$ cat src/rtl/mem_arb_pkg.sv
// Shared definitions for the memory-port arbiter.
//   state_e       : arbiter FSM states
//   OWN_IF/OWN_D  : owner encodings (also the address/write-data mux select)
//   DEF_MAX_BURST : default limit on back-to-back data grants while fetch waits
package mem_arb_pkg;

  typedef enum logic [1:0] {
    IDLE   = 2'd0,
    ACCESS = 2'd1,
    DONE   = 2'd2
  } state_e;

  localparam logic OWN_IF = 1'b0;
  localparam logic OWN_D  = 1'b1;

  localparam int DEF_MAX_BURST = 4;

endpackage

$ cat src/rtl/Mux32Bit2To1.sv
// Plain 2:1 word multiplexer.
//   Sel : 0 selects In0, 1 selects In1
//   In0 / In1 : data inputs
//   Out : selected word
module Mux32Bit2To1 #(
  parameter int WIDTH = 32
) (
  input  logic             Sel,
  input  logic [WIDTH-1:0] In0,
  input  logic [WIDTH-1:0] In1,
  output logic [WIDTH-1:0] Out
);

  assign Out = Sel ? In1 : In0;

endmodule

$ cat src/rtl/mem_port_arbiter.sv
// Shares one memory port between instruction fetch and data memory.
// One transaction at a time: IDLE (grant) -> ACCESS (wait mem_ready) -> DONE
// (one-cycle ack to the owner). Data has priority, but after MAX_BURST
// consecutive data grants with fetch pending, fetch is granted once.
//   Clk, Rst        : clock, async active-low reset
//   if_req/if_addr  : fetch request in; if_ack/if_rdata out
//   d_req/d_we/d_addr/d_wdata : data request in; d_ack/d_rdata out
//   mem_en/mem_we/mem_addr/mem_wdata out, mem_rdata/mem_ready in : memory port
//   owner           : current/last owner (0 fetch, 1 data), mux select
//   busy            : FSM not in IDLE
// All outputs come straight from flops.
module mem_port_arbiter
  import mem_arb_pkg::*;
#(
  parameter int DATA_W    = 32,
  parameter int ADDR_W    = 32,
  parameter int MAX_BURST = DEF_MAX_BURST
) (
  input  logic              Clk,
  input  logic              Rst,
  input  logic              if_req,
  input  logic [ADDR_W-1:0] if_addr,
  output logic              if_ack,
  output logic [DATA_W-1:0] if_rdata,
  input  logic              d_req,
  input  logic              d_we,
  input  logic [ADDR_W-1:0] d_addr,
  input  logic [DATA_W-1:0] d_wdata,
  output logic              d_ack,
  output logic [DATA_W-1:0] d_rdata,
  output logic              mem_en,
  output logic              mem_we,
  output logic [ADDR_W-1:0] mem_addr,
  output logic [DATA_W-1:0] mem_wdata,
  input  logic [DATA_W-1:0] mem_rdata,
  input  logic              mem_ready,
  output logic              owner,
  output logic              busy
);

  localparam int CNT_W = $clog2(MAX_BURST + 1);
  localparam logic [CNT_W-1:0] BURST_LIM = CNT_W'(MAX_BURST);

  state_e            state_q, state_d;
  logic [CNT_W-1:0]  burst_cnt_q, burst_cnt_d;
  logic              owner_q, owner_d;
  logic              we_q, we_d;
  logic              mem_en_q, mem_en_d;
  logic              mem_we_q, mem_we_d;
  logic [ADDR_W-1:0] mem_addr_q, mem_addr_d;
  logic [DATA_W-1:0] mem_wdata_q, mem_wdata_d;
  logic              if_ack_q, if_ack_d;
  logic              d_ack_q, d_ack_d;
  logic [DATA_W-1:0] if_rdata_q, if_rdata_d;
  logic [DATA_W-1:0] d_rdata_q, d_rdata_d;
  logic              busy_q, busy_d;

  logic              grant_vld;
  logic              grant_sel;
  logic [ADDR_W-1:0] addr_mux;
  logic [DATA_W-1:0] wdata_mux;

  // Arbitration: who wins this IDLE cycle and how the burst counter moves.
  always_comb begin
    grant_vld   = 1'b0;
    grant_sel   = OWN_IF;
    burst_cnt_d = burst_cnt_q;
    if (state_q == IDLE && (if_req || d_req)) begin
      grant_vld = 1'b1;
      if (d_req && (!if_req || burst_cnt_q != BURST_LIM))
        grant_sel = OWN_D;
      // Counter only tracks data grants that made a pending fetch wait.
      if (grant_sel == OWN_D && if_req)
        burst_cnt_d = (burst_cnt_q == BURST_LIM) ? burst_cnt_q
                                                 : burst_cnt_q + CNT_W'(1);
      else
        burst_cnt_d = '0;
    end
  end

  Mux32Bit2To1 #(.WIDTH(ADDR_W)) u_addr_mux (
    .Sel (grant_sel),
    .In0 (if_addr),
    .In1 (d_addr),
    .Out (addr_mux)
  );

  // Fetch never writes, so its write-data leg is tied to zero.
  Mux32Bit2To1 #(.WIDTH(DATA_W)) u_wdata_mux (
    .Sel (grant_sel),
    .In0 ({DATA_W{1'b0}}),
    .In1 (d_wdata),
    .Out (wdata_mux)
  );

  // FSM next-state and registered-output values.
  always_comb begin
    state_d     = state_q;
    owner_d     = owner_q;
    we_d        = we_q;
    mem_addr_d  = mem_addr_q;
    mem_wdata_d = mem_wdata_q;
    if_ack_d    = 1'b0;
    d_ack_d     = 1'b0;
    if_rdata_d  = if_rdata_q;
    d_rdata_d   = d_rdata_q;
    unique case (state_q)
      IDLE: begin
        if (grant_vld) begin
          state_d     = ACCESS;
          owner_d     = grant_sel;
          we_d        = (grant_sel == OWN_D) && d_we;
          mem_addr_d  = addr_mux;
          mem_wdata_d = wdata_mux;
        end
      end
      ACCESS: begin
        if (mem_ready) begin
          state_d = DONE;
          if (owner_q == OWN_D) begin
            d_ack_d   = 1'b1;
            d_rdata_d = we_q ? '0 : mem_rdata;
          end else begin
            if_ack_d   = 1'b1;
            if_rdata_d = mem_rdata;
          end
        end
      end
      DONE:    state_d = IDLE;
      default: state_d = IDLE;
    endcase
    // Port strobes and busy follow the state being entered, so they are
    // already valid in the first cycle of that state.
    mem_en_d = (state_d == ACCESS);
    mem_we_d = (state_d == ACCESS) && we_d;
    busy_d   = (state_d != IDLE);
  end

  always_ff @(posedge Clk or negedge Rst) begin
    if (!Rst) begin
      state_q     <= IDLE;
      burst_cnt_q <= '0;
      owner_q     <= OWN_IF;
      we_q        <= 1'b0;
      mem_en_q    <= 1'b0;
      mem_we_q    <= 1'b0;
      mem_addr_q  <= '0;
      mem_wdata_q <= '0;
      if_ack_q    <= 1'b0;
      d_ack_q     <= 1'b0;
      if_rdata_q  <= '0;
      d_rdata_q   <= '0;
      busy_q      <= 1'b0;
    end else begin
      state_q     <= state_d;
      burst_cnt_q <= burst_cnt_d;
      owner_q     <= owner_d;
      we_q        <= we_d;
      mem_en_q    <= mem_en_d;
      mem_we_q    <= mem_we_d;
      mem_addr_q  <= mem_addr_d;
      mem_wdata_q <= mem_wdata_d;
      if_ack_q    <= if_ack_d;
      d_ack_q     <= d_ack_d;
      if_rdata_q  <= if_rdata_d;
      d_rdata_q   <= d_rdata_d;
      busy_q      <= busy_d;
    end
  end

  assign owner     = owner_q;
  assign mem_en    = mem_en_q;
  assign mem_we    = mem_we_q;
  assign mem_addr  = mem_addr_q;
  assign mem_wdata = mem_wdata_q;
  assign if_ack    = if_ack_q;
  assign d_ack     = d_ack_q;
  assign if_rdata  = if_rdata_q;
  assign d_rdata   = d_rdata_q;
  assign busy      = busy_q;

endmodule
$ cat config.mk
export PLATFORM = sky130hd
export DESIGN_NAME = mem_port_arbiter
export DESIGN_NICKNAME = d
export VERILOG_FILES = /design/src/rtl/mem_arb_pkg.sv /design/src/rtl/Mux32Bit2To1.sv /design/src/rtl/mem_port_arbiter.sv
export SDC_FILE = /design/constraint.sdc
export NUM_CORES = 1
export LEC_CHECK = 0
export CAP_MARGIN = 0
export CELL_PAD_IN_SITES_DETAIL_PLACEMENT = 2
export CELL_PAD_IN_SITES_GLOBAL_PLACEMENT = 2
export CORE_UTILIZATION = 27
export DETAILED_ROUTE_END_ITERATION = 12
export PLACE_DENSITY_LB_ADDON = 0.1
export SETUP_SLACK_MARGIN = 0.02
export SYNTH_ARGS = -nofsm -noshare
export SYNTH_HDL_FRONTEND = slang
export SYNTH_SLANG_ARGS = --single-unit
$ cat constraint.sdc
create_clock -name Clk -period 3.9 [get_ports Clk]
set_input_delay 0.78 -clock Clk [delete_from_list [all_inputs] [get_ports Clk]]
set_output_delay 0.78 -clock Clk [all_outputs]
set_load 0.01 [all_outputs]
==> results of run 1 <==
[cells in the mapped netlist, types with 2 or more instances]
library cell    n  area, µm²
dfrtp_1       140       3500
inv_1         102        383
o21ai_0        35        175
nand2_1        33        124
a222oi_1       32        320
a22o_1         32        280
nand2b_1       32        200
mux2_4         29        435
clkbuf_1       13       48.8
buf_2          12       60.1
buf_6           4       45.0
buf_8           3       45.0
mux2_2          3       33.8
a211oi_1        2       15.0
ha_1            2       25.0
nand4_1         2       12.5
o21a_1          2       15.0
or2_2           2       12.5
[power by group]
group / switching [µW] / internal, µW / leakage [µW] / total, µW
clock: 626 / 1030 / 0.000291 / 1660
combinational: 1200 / 1780 / 0.00236 / 2970
sequential: 426 / 2100 / 0.00170 / 2520
[routing by layer]
layer | global-route usage | vias up | wire, µm
li1 | - | 2187 | -
met1 | 0.199 | 2446 | 7780
met2 | 0.316 | 170 | 9930
met3 | 0.0682 | 18 | 1440
met4 | 0.0515 | 2 | 238
met5 | 0 | - | 10
[registers in the layout, indices dropped and copies added, names as in the netlist]
signal and cells:
if_rdata 32, d_rdata 32, we_q 1, mem_en 1, if_ack 1, mem_addr 32
owner 1, mem_wdata 32, burst_cnt_q 3, d_ack 1, state_q 2, mem_we 1
busy 1
[metrics by stage]
step,std cells,worst slack (ns),utilization,hold WS [ns]
6_report,1044,1.39,0.443,0.363
5_1_grt,1044,1.27,0.443,0.396
4_1_cts,1044,1.38,0.443,0.396
3_5_place_dp,1014,0.932,0.415,0.473
3_3_place_gp,1014,1.02,0.415,0.464
2_1_floorplan,496,2.08,-,0.478
[worst register-to-register path, stage by stage (launching register included)]
cell and delay, ns:
dfrtp_1 0.38, inv_1 0.06, ha_1 0.24, nand3_1 0.11
and3_2 0.75, buf_4 0.34, a22o_1 0.18
[cell type report]
type                    instances  area [µm²]
clock buffers                  19         453
inverters                     102         383
flip-flops and latches        140        3500
well taps                     275         344
fillers                      2152       11800
multi-input cells             222        1790
clock inverters                11         143
repair buffers                275        2750
[logic make-up (layout without fill, tap and decap cells)]
family | after synthesis | in the layout
DFF | 140 | 140
buffers and inverters | 134 | 407
AOI/OAI and AO/OA | 109 | 109
and+or+nand+nor | 79 | 79
muxes | 32 | 32
adders and majority gates | 2 | 2
[how the worst max path moves through the flow]
stage	from	endpoint	cells past startpoint
after floorplan	d_req	mem_addr[24]	5
after global placement	d_req	mem_wdata[0]	4
after detailed placement	d_req	mem_wdata[9]	4
after CTS	d_req	mem_wdata[9]	4
after global routing	d_req	mem_wdata[20]	4
final	d_req	mem_wdata[5]	4
==> impl_metrics.yaml, run 1 <==
outcome:
  outcome: "finished, final reports clean"
cts:
  cts_resized: 0
  post-cts-setup-buffers: 0
  clk_pin_slew_ns: 0.06
  clockBufferDepth: 2
  cts_root_buffer: "clkbuf_16"
  hold_buffers: 0
  clkSinkCount: 140
  cts-buffers-inserted: 17
  clk-insertion-delay-late_ns: 0.41
  h-tree-depth: 4
  cts_tree: "built"
pwr:
  p_per_area_nw_per_um2: 764
  p_total_uw: 7150
  p_leak_uw: 0.00435
  vdd_drop_max_mv: 0.270
yosys:
  synth-simple-area-share: 0.0714
  synth_compound_gate_area_share: 0.146
  synth_seq_cells: 140
  synth_adder_area_share: 0.00428
  syn_avg_cell_area_um2: 11.8
  ys.flop_type: "dfrtp_1"
  synthCells: 496
  syn_area_um2: 5850
  synth_fp_nets: 632
  synthXorXnorAreaFrac: 0
  synthMuxAreaShare: 0.0802
  yosys_warnings: 0
  seq_area_frac_synth: 0.599
  synth-edff-count: 0
  synth_top_family_by_area: "compound AO/OA/AOI/OAI gates"
  synthArstFlopShare: 1.00
  yosysUniqueCellTypes: 34
final_layout:
  final_common_cell: "clkdlybuf4s50_1"
  drive_above_1_share: 0.101
  fin_nets: 894
  final_cell_mix: "clkdlybuf4s50_1 (266), dfrtp_1 (140), inv_1 (102)"
  n_antenna_cell: 0
  fin_area_um2: 9360
  area_growth_pct: 60.1
setup_path:
  crit_chain: "clkdlybuf4s50_1, and3_2, buf_4, a22o_1"
  setup.worst_path.start_class: "input port"
  r2r_setup_slack_ns: 1.78
  r2r_cells: 6
  slowest_delay_ns: 0.83
  critPathMaxFanout: 40
  cp_top_family: "buffers and inverters"
  end_kind: "register"
  path_buf_inv: 2
  r2r_end: "mem_wdata[5]"
  rr_startpoint: "burst_cnt_q[0]"
  worstPathArrival_ns: 2.84
  critical_path_class: "in2reg"
  critPathRequiredTime_ns: 4.24
  cp_slowest_cell: "and3_2"
sta:
  rsz0062_at_grt: "no"
  fmax_mhz: 399
  setup_violations: 0
  tns_ns: 0
  relSlewSlack: 0.366
  worst_pin_slew_ns: 0.952
  fin_skew_ns: 0.0132
  timing.final.crit_share: 0.643
  finalCriticalPeriod_ns: 2.51
  hold_violations: 0
  timing.final.max_slew_violations: 0
placed_design:
  dp_hpwl_um: 13700
  place_area_um2: 8770
  io_buffer_count: 267
  gp_congestion: 0.728
grt:
  antenna_found_initial: 1
  grt_pass1_wl_um: 30400
  grt_start_max_net_pins: 68
  first_global_vias: 5639
  overflow: 0
  track_usage: 0.179
floorplan:
  initial_core_util: 0.277
  io_pins: 268
  die_w_um: 149
  coreArea_um2: 21200
  die_h_um: 149
  dieArea_um2: 22300
  rows: 53
drt:
  viasPerCell: 4.62
  drt_wl_total_um: 19400
  wire_per_inst_um: 18.6
  drcViolationCount: 0
  drtIter0Drc: 225
  drtAntennaViolNets: 0
  via_count: 4823
  drt_pre_antenna_iters: 5
hold_path:
  min_path_type: "in2async"
run:
  maxCapViolations: 0
No activity file was read; power rests on OpenSTA's default activity.
==> run 2, diff against run 1 <==
- CORE_UTILIZATION: 27 -> 25
- clock period: 3.9 -> 2.4 ns (I/O delays scaled with it)
==> impl_metrics.yaml, run 2 (same netlist as run 1, synthesis figures left out) <==
outcome:
  outcome: "finished, final reports clean"
pwr:
  p_leak_uw: 0.00437
  p_per_area_nw_per_um2: 1220
  vdd_drop_max_mv: 0.343
drt:
  drtAntennaViolNets: 0
  via_count: 4801
  drtIter0Drc: 235
  drt_pre_antenna_iters: 6
  drt_wl_total_um: 20000
  drcViolationCount: 0
  wire_per_inst_um: 18.4
  viasPerCell: 4.41
setup_path:
  slowest_delay_ns: 0.59
  path_buf_inv: 1
  critical_path_class: "reg2out"
  cp_top_family: "buffers and inverters"
  critPathMaxFanout: 4
  setup.worst_path.start_class: "register"
  rr_startpoint: "burst_cnt_q[0]"
  cp_slowest_cell: "clkdlybuf4s50_1"
  critPathLaunch: "owner"
  crit_chain: "clkdlybuf4s50_1"
  critPathRequiredTime_ns: 1.92
  end_kind: "primary output"
  worstPathArrival_ns: 1.43
sta:
  fmax_mhz: 525
  worst_pin_slew_ns: 1.08
  timing.final.max_slew_violations: 0
  relSlewSlack: 0.277
  fin_skew_ns: 0.00879
  finalWorstSetupSlack_ns: 0.495
  setup_violations: 0
  tns_ns: 0
  hold_violations: 0
  finalCriticalPeriod_ns: 1.91
  rsz0062_at_grt: "no"
  timing.final.crit_share: 0.794
cts:
  clkSinkCount: 140
  cts_resized: 0
  cts_tree: "built"
  clockBufferDepth: 2
  cts_root_buffer: "clkbuf_16"
  post-cts-setup-buffers: 0
  clk-insertion-delay-late_ns: 0.42
  h-tree-depth: 4
  hold_buffers: 1
  clk_pin_slew_ns: 0.07
  cts-buffers-inserted: 17
grt:
  grt_pass1_wl_um: 31600
  overflow: 0
  first_global_vias: 5633
  antenna_found_initial: 0
  track_usage: 0.172
  grt_start_max_net_pins: 66
final_layout:
  area_growth_pct: 62.2
  fillCellCount: 2335
  fin_nets: 898
  drive_above_1_share: 0.106
  final_cell_mix: "clkdlybuf4s50_1 (266), dfrtp_1 (140), inv_1 (102)"
  n_antenna_cell: 0
  fin_area_um2: 9490
  final_cells: 1088
  final_common_cell: "clkdlybuf4s50_1"
  final_util: 0.416
placed_design:
  io_buffer_count: 267
  dp_hpwl_um: 14200
  dp.cells: 1055
  gp_congestion: 0.750
  place_area_um2: 8900
  dp_slack_ns: 0.189
floorplan:
  rows: 55
  dieArea_um2: 24000
  initial_core_util: 0.257
  coreArea_um2: 22800
  die_w_um: 155
  io_pins: 268
  die_h_um: 155
hold_path:
  min-delay-start: "d_rdata[2]"
  min_path_type: "reg2reg"
run:
  maxCapViolations: 0
==> run 2: changes by cell type in the layout (fill, tap and decap cells not counted), moves of 2 or more <==
| cell | previous run | this run |
|---|---|---|
| buf_12 | 1 | 6 |
| bufinv_16 | 3 | 1 |
| clkinvlp_4 | 2 | 4 |
| buf_4 | 7 | 5 |
| clkinv_2 | 4 | 0 |
| inv_6 | 1 | 5 |
==> run 2: per-layer routing <==
layer  track usage  vias up  part of all wire
li1              -     2192                 -
met1         0.191     2433              0.39
met2         0.314      163              0.53
met3        0.0538       13             0.074
met4        0.0495        0            0.0094
met5             0        -                 0
==> run 2: tightest hold or removal path, stage by stage, from the launching register on <==
cell     delay [ns]
dfrtp_1        0.34
nand2_1        0.05
o21ai_0        0.06
==> run 2: cell type report <==
type	instances	area, µm²	share of cell area
Inverter	102	383	0.0404
Clock inverter	13	133	0.0140
Sequential cell	140	3500	0.369
Multi-Input combinational cell	222	1790	0.189
Tap cell	313	392	0.0413
Clock buffer	19	443	0.0467
Timing Repair Buffer	279	2840	0.300
==> run 2: path summary, 6_finish.rpt <==
check                                to  slack, ns  cells past startpoint
max                               owner       0.49                      1
min                          d_rdata[2]       0.48                      2
max reg2reg                mem_addr[20]       0.67                      6
min reg2reg                  d_rdata[2]       0.48                      2
max in group asynchronous  if_rdata[20]       1.16                      3
min in group asynchronous   d_rdata[22]       0.52                      2
==> run 2: power by group <==
part | switching, µW | internal [µW] | leakage, µW
Combinational | 1970 | 2930 | 0.00240
Sequential | 704 | 3400 | 0.00170
Clock | 1120 | 1480 | 0.000270
==> run 2: through the flow <==
step	hold WS (ns)	total power, µW
final	0.482	11600
after global routing	0.516	12300
after CTS	0.485	11800
after detailed placement	0.391	9110
after global placement	0.388	8920
after floorplan	0.184	6100
==> run 3, diff against run 2 <==
- clock period: 2.4 -> 1.9 ns (I/O delays scaled with it)
==> impl_metrics.yaml, run 3 (same netlist as run 1, synthesis figures left out) <==
sta:
  setup_violations: 0
  timing.final.crit_share: 0.957
  finalCriticalPeriod_ns: 1.82
  worst_pin_slew_ns: 0.988
  tns_ns: 0
  fmax_mhz: 550
  whs_ns: 0.462
  hold_violations: 0
  rsz0062_at_grt: "no"
  fin_skew_ns: 0.0155
  timing.final.max_slew_violations: 0
  relSlewSlack: 0.341
drt:
  drcViolationCount: 0
  viasPerCell: 4.42
  drt_pre_antenna_iters: 6
  drt_wl_total_um: 20000
  via_count: 4823
  drtIter0Drc: 245
  drtAntennaViolNets: 0
  wire_per_inst_um: 18.3
final_layout:
  fin_nets: 904
  area_growth_pct: 64.1
  final_cell_mix: "clkdlybuf4s50_1 (266), dfrtp_1 (140), inv_1 (102)"
  n_antenna_cell: 0
  drive_above_1_share: 0.110
  fillCellCount: 2333
  final_common_cell: "clkdlybuf4s50_1"
setup_path:
  critPathMaxFanout: 4
  cp_top_family: "buffers and inverters"
  end_kind: "primary output"
  crit_chain: "clkdlybuf4s50_1"
  slowest_delay_ns: 0.60
  setup.worst_path.start_class: "register"
  worstPathArrival_ns: 1.44
  cp_slowest_cell: "clkdlybuf4s50_1"
  critPathRequiredTime_ns: 1.52
  path_buf_inv: 1
  critical_path_class: "reg2out"
floorplan:
  io_pins: 268
  rows: 55
  coreArea_um2: 22800
  dieArea_um2: 24000
  die_h_um: 155
  die_w_um: 155
  initial_core_util: 0.257
pwr:
  vdd_drop_max_mv: 0.471
  p_leak_uw: 0.00444
  p_per_area_nw_per_um2: 1560
placed_design:
  dp_hpwl_um: 14400
  gp_congestion: 0.722
  io_buffer_count: 267
cts:
  clockBufferDepth: 2
  cts_tree: "built"
  clkSinkCount: 140
  cts-buffers-inserted: 17
  cts_root_buffer: "clkbuf_16"
  clk_pin_slew_ns: 0.06
  h-tree-depth: 4
  clk-insertion-delay-late_ns: 0.42
grt:
  grt_pass1_wl_um: 31800
  track_usage: 0.173
  grt_start_max_net_pins: 66
  overflow: 0
  antenna_found_initial: 0
  first_global_vias: 5546
outcome:
  outcome: "finished, final reports clean"
hold_path:
  min_path_type: "in2async"
run:
  maxCapViolations: 0
-- run 3: cell types whose count changed in the layout (fill, tap and decap cells not counted), sizes merged --
cell	delta
buf	+6
clkinvlp	-3
clkinv	+3
inv	-5
bufinv	+3
-- run 3: final timing paths --
| check | to | cells past startpoint | from | slack, ns |
|---|---|---|---|---|
| max | owner | 1 | owner | 0.08 |
| min | d_ack | 2 | Rst | 0.46 |
| max reg2reg | mem_addr[0] | 6 | burst_cnt_q[0] | 0.21 |
| min reg2reg | d_rdata[6] | 2 | d_rdata[6] | 0.49 |
| max in group asynchronous | mem_wdata[4] | 3 | Rst | 0.86 |
| min in group Clk | d_rdata[6] | 2 | d_rdata[6] | 0.49 |
-- run 3: report_power, final --
group	total (µW)	switching [µW]	internal [µW]	leakage, µW
Sequential	5190	884	4300	0.00170
Clock	3520	1300	2220	0.000299
Combinational	6230	2490	3740	0.00244
-- run 3: repair_timing --
action,CTS,global route
endpoints found under the setup margin,0,1
setup buffers,0,0
hold buffers,1,0
gates resized for setup,0,1
endpoints found under the hold margin,37,0
-- run 3: area by class of cell --
cell class | count | area [µm²] | share of cell area
Multi-Input combinational cell | 222 | 1800 | 0.187
Inverter | 102 | 383 | 0.0399
Tap cell | 313 | 392 | 0.0408
Clock buffer | 19 | 443 | 0.0462
Sequential cell | 140 | 3500 | 0.365
Clock inverter | 11 | 169 | 0.0176
Timing Repair Buffer | 285 | 2910 | 0.303
-- run 3: worst reg2reg max path: stages, from the launching register on --
cell and delay, ns:
dfrtp_1 0.40, inv_1 0.07, ha_1 0.19, nand3_1 0.10, and3_4 0.21, buf_12 0.17
a222oi_1 0.41
-- run 3: per-layer routing --
metal  part of all wire  GRT usage
met1               0.39      0.188
met3              0.073     0.0613
met2               0.53      0.313
met4              0.014     0.0533
met5                  0          0
-- run 3: per-stage QoR --
stage | power (µW) | util | area (µm²) | setup WS [ns] | cells
after global placement | 11300 | 0.394 | 8970 | -0.0235 | 1061
after detailed placement | 11500 | 0.394 | 8970 | -0.0695 | 1061
final | 14900 | 0.421 | 9600 | 0.0808 | 1092
after global routing | 15800 | 0.421 | 9600 | 0.0286 | 1092
after CTS | 15200 | 0.421 | 9590 | 0.0325 | 1092
after floorplan | 7710 | - | 5850 | 0.379 | 496
